### config.mk
export PLATFORM = sky130hd
export DESIGN_NAME = counter_sequencer
export DESIGN_NICKNAME = d
export VERILOG_FILES = /design/src/rtl/counter_sequencer.sv
export SDC_FILE = /design/constraint.sdc
export NUM_CORES = 1
export LEC_CHECK = 0
export ABC_AREA = 1
export BUFFER_PORTS_ARGS = -buffer_cell sky130_fd_sc_hd__buf_2
export CAP_MARGIN = 25
export CORE_UTILIZATION = 44
export CTS_CLUSTER_DIAMETER = 200
export DETAILED_ROUTE_END_ITERATION = 10
export PLACE_DENSITY = 0.68
export SLEW_MARGIN = 25
export SYNTH_ARGS = -nofsm -noshare
export SYNTH_HDL_FRONTEND = slang
export SYNTH_SLANG_ARGS = --single-unit
### constraint.sdc
create_clock -name clk -period 2.7 [get_ports clk]
set_clock_uncertainty 0.05 [all_clocks]
set_input_delay 0.27 -clock clk [delete_from_list [all_inputs] [get_ports clk]]
set_output_delay 0.27 -clock clk [all_outputs]
set_load 0.01 [all_outputs]
### src/rtl/counter_sequencer.sv
// counter_sequencer: prescaled multi-period run controller for a modulo counter
module counter_sequencer #(
  parameter int MODULO    = 4,
  parameter int WIDTH     = $clog2(MODULO),
  parameter int PRESCALE  = 10,
  parameter int PS_WIDTH  = ($clog2(PRESCALE) > 0 ? $clog2(PRESCALE) : 1),
  parameter int CYC_WIDTH = 8
) (
  input  logic                 clk,
  input  logic                 rst,
  input  logic                 start,
  input  logic                 pause,
  input  logic                 abort,
  input  logic [CYC_WIDTH-1:0] num_wraps,
  input  logic [WIDTH-1:0]     cnt_val,
  output logic                 cnt_ce,
  output logic                 cnt_rst,
  output logic                 busy,
  output logic                 done,
  output logic [CYC_WIDTH-1:0] wraps_left
);
  typedef enum logic [2:0] {IDLE, CLEAR, RUN, HOLD, DONE} state_t;
  state_t state, state_n;
  logic [PS_WIDTH-1:0] ps, ps_n;
  logic [CYC_WIDTH-1:0] wl_n;
  logic wrap;
  assign cnt_ce  = (state == RUN) && (ps == PS_WIDTH'(PRESCALE - 1)) && !pause;
  assign cnt_rst = state == CLEAR;
  assign busy    = (state == CLEAR) || (state == RUN) || (state == HOLD);
  assign done    = state == DONE;
  assign wrap    = cnt_ce && (cnt_val == WIDTH'(MODULO - 1));
  always_comb begin
    state_n = state;
    ps_n    = ps;
    wl_n    = wraps_left;
    if (abort && busy) begin
      state_n = IDLE;
      wl_n    = '0;
    end else begin
      case (state)
        IDLE: begin
          state_n = start ? (num_wraps != '0 ? CLEAR : DONE) : IDLE;
          wl_n    = start ? num_wraps : wraps_left;
        end
        CLEAR: begin
          state_n = pause ? HOLD : RUN;
          ps_n    = '0;
        end
        RUN: begin
          state_n = pause ? HOLD : (wrap && wraps_left == CYC_WIDTH'(1)) ? DONE : RUN;
          ps_n    = pause ? ps : (ps == PS_WIDTH'(PRESCALE - 1)) ? '0 : ps + 1'b1;
          wl_n    = wrap ? wraps_left - 1'b1 : wraps_left;
        end
        HOLD:    state_n = pause ? HOLD : RUN;
        DONE:    state_n = IDLE;
        default: state_n = IDLE;
      endcase
    end
  end
  always_ff @(posedge clk) begin
    if (rst) begin
      state      <= IDLE;
      ps         <= '0;
      wraps_left <= '0;
    end else begin
      state      <= state_n;
      ps         <= ps_n;
      wraps_left <= wl_n;
    end
  end
endmodule

==> results.yml <==
outcome:
  outcome: "finished, final reports clean"
placement:
  gp_congestion: 0.949
  hpwlAfterDp_microns: 2020
  numPortBuffers: 26
  pre_cts_slack_ps: 1170
layout:
  final_layout_size_suffix_gt1_frac: 0.217
  final_common_cell: "nand2_1"
  fin_nets: 227
  fill_cells: 242
  final_cell_mix: "nand2_1 (47), nor2_1 (35), buf_2 (26), inv_1 (20), nand3_1 (16)"
  syn_to_final_growth_pct: 15.2
  antenna_cells: 0
cts:
  cts.sinks: 15
  tritoncts: "built"
  cts_resized: 0
  clk_pin_slew_ps: 100
  cts_htree_levels: 1
  clock_latency_ps: 280
  cts_root_buf: "clkbuf_4"
  cts_buffer_depth: 2
  cts_buffers: 3
  cts_hold_buffers: 0
  cts_setup_buffers: 0
critical_path:
  crit_required_ps: 2380
  critPathKind: "register to output port"
  cp_max_fo: 5
  cp-start-kind: "register"
  end_kind: "output port"
  arrival_ps: 1500
  critical_path.cell_chain: "ha_1 > nand2_1 > nor2_2 > inv_1 > nor2_1 > buf_2"
  r2r_cells: 8
  regToRegSetupSlack_ps: 1150
  slowest_delay_ps: 410
  worst_path_max_delay_cell: "dfxtp_1"
worst_hold_path:
  worstHoldPathType: "input port to register"
  holdPathStages: 2
sta:
  rsz0062_at_grt: "false"
  setup_ws_ps: 880
  worst_slew_pin_slew_ps: 319
  fin_crit_ps: 1820
  fin_crit_sh: 0.674
  hold_violations: 0
  timing.fmax_ghz: 0.549
  relSlewSlack: 0.787
  maxSlewViolCount: 0
  finalSetupTns_ps: 0
  hold_ws_ps: 109
  setup-violations-final: 0
grt:
  antenna_found_initial: 0
  grt_usage: 0.216
  grt_pass1_wl_microns: 4360
  gr-total-overflow: 0
  grt_pass1_vias: 1034
  grt_max_degree: 12
synth:
  avgSynthCellArea_sq_um: 6.20
  syn_area_sq_um: 1110
  synth_top_family_by_area: "simple AND/OR/NAND/NOR gates"
  synth-simple-area-share: 0.506
  yosysSeqAreaShare: 0.271
  syn-instance-count: 179
  synth_fa_ha_area_frac: 0.0451
  ys_types: 20
  yosys-mux-area-fraction: 0
  syn_nets: 198
  synth_area_leaders: "dfxtp_1 (27%), nand2_1 (16%), nor2_1 (12%), nand3_1 (7.2%), inv_1 (6.8%)"
  yosys.area.top_type_share: 0.271
  synth_xor_area_frac: 0.00789
  synth_seq_cells: 15
  synth-compound-area-share: 0.0722
  synth_area_leader_cell: "dfxtp_1"
  ys.warnings.count: 0
floorplanning:
  start_util: 0.483
  num_rows: 17
  dieArea_sq_um: 2730
  fp.dieH_microns: 52.2
  core_sq_um: 2300
  ios: 27
  die_w_microns: 52.2
routing:
  drc: 0
  antenna_left: 0
  drt-vias-per-instance: 4.97
  drt_iter0_markers: 26
  drt-total-wl_microns: 2550
  wl_per_cell_microns: 10.9
  dr.pass1.iters: 4
  vias: 1169
flow_run:
  maxCapViolCount: 0
power_and_ir_drop:
  vdd_ir_drop_max_mv: 0.295
  power.leakage_nw: 0.664
  p_per_area_nw_per_um2: 527
## through the flow
stage	total power, W	area, sq um	instances	utilization
final	0.000674	1280	235	0.557
after global routing	0.000736	1280	235	0.557
after CTS	0.000678	1280	235	0.557
after detailed placement	0.000544	1250	231	0.545
after global placement	0.000541	1250	231	0.545
after floorplan	0.000474	1110	179	-
## worst paths after layout
kind | endpoint | startpoint
max | cnt_ce | ps[0]
min reg2reg | ps[2] | ps[2]
min | ps[0] | rst
max reg2reg | wraps_left[7] | ps[0]
## layer usage
layer  track usage  routed length [microns]  vias to the layer above
met1         0.318                     1320                      514
met2         0.318                     1080                       28
met3        0.0348                      109                        4
met5             0                        0                        -
met4        0.0702                       40                        0
li1              -                        -                      623
## state kept, by name (all words and copies together), names as in the netlist
register	flops
state	3
wraps_left	8
ps	4
## cell usage after synthesis
cell     instances
nand2_1         47
nor2_1          35
inv_1           20
nand3_1         16
dfxtp_1         15
o21ai_0          8
a21oi_1          6
ha_1             4
nand2_4          4
nand4_1          4
inv_2            3
nor3_1           3
buf_6            2
nand2_2          2
nand3_2          2
nor2_2           2
nor2_4           2
o21ai_1          2
nand4_4          1
xnor2_1          1
## cell type report
class	instances	area, sq um	area share
Sequential cell	15	300	0.235
Timing Repair Buffer	26	130	0.102
Multi-Input combinational cell	139	701	0.548
Tap cell	28	35.0	0.0274
Inverter	23	86.3	0.0675
Clock buffer	4	26.3	0.0205
## cells by family after synthesis
kind of cell | count (synthesis)
XOR/XNOR | 1
AND/OR/NAND/NOR | 118
buffers and inverters | 25
adder cells (fa/ha/maj) | 4
AO/OA/AOI/OAI | 16
flip-flops | 15
## critical path, delay by kind of cell (launching register included)
family        cells  cell delay, ps
simple gates      3             430
buf+inv           2             220
flops             1             410
fa+ha+maj         1             170
## where the power goes
part / internal, W / total [W] / switching (W)
Sequential: 0.000244 / 0.000274 / 0.0000292
Clock: 0.0000572 / 0.000133 / 0.0000756
Combinational: 0.0000969 / 0.000268 / 0.000171
Total: 0.000399 / 0.000674 / 0.000276
(Power assumes the default switching activity.)
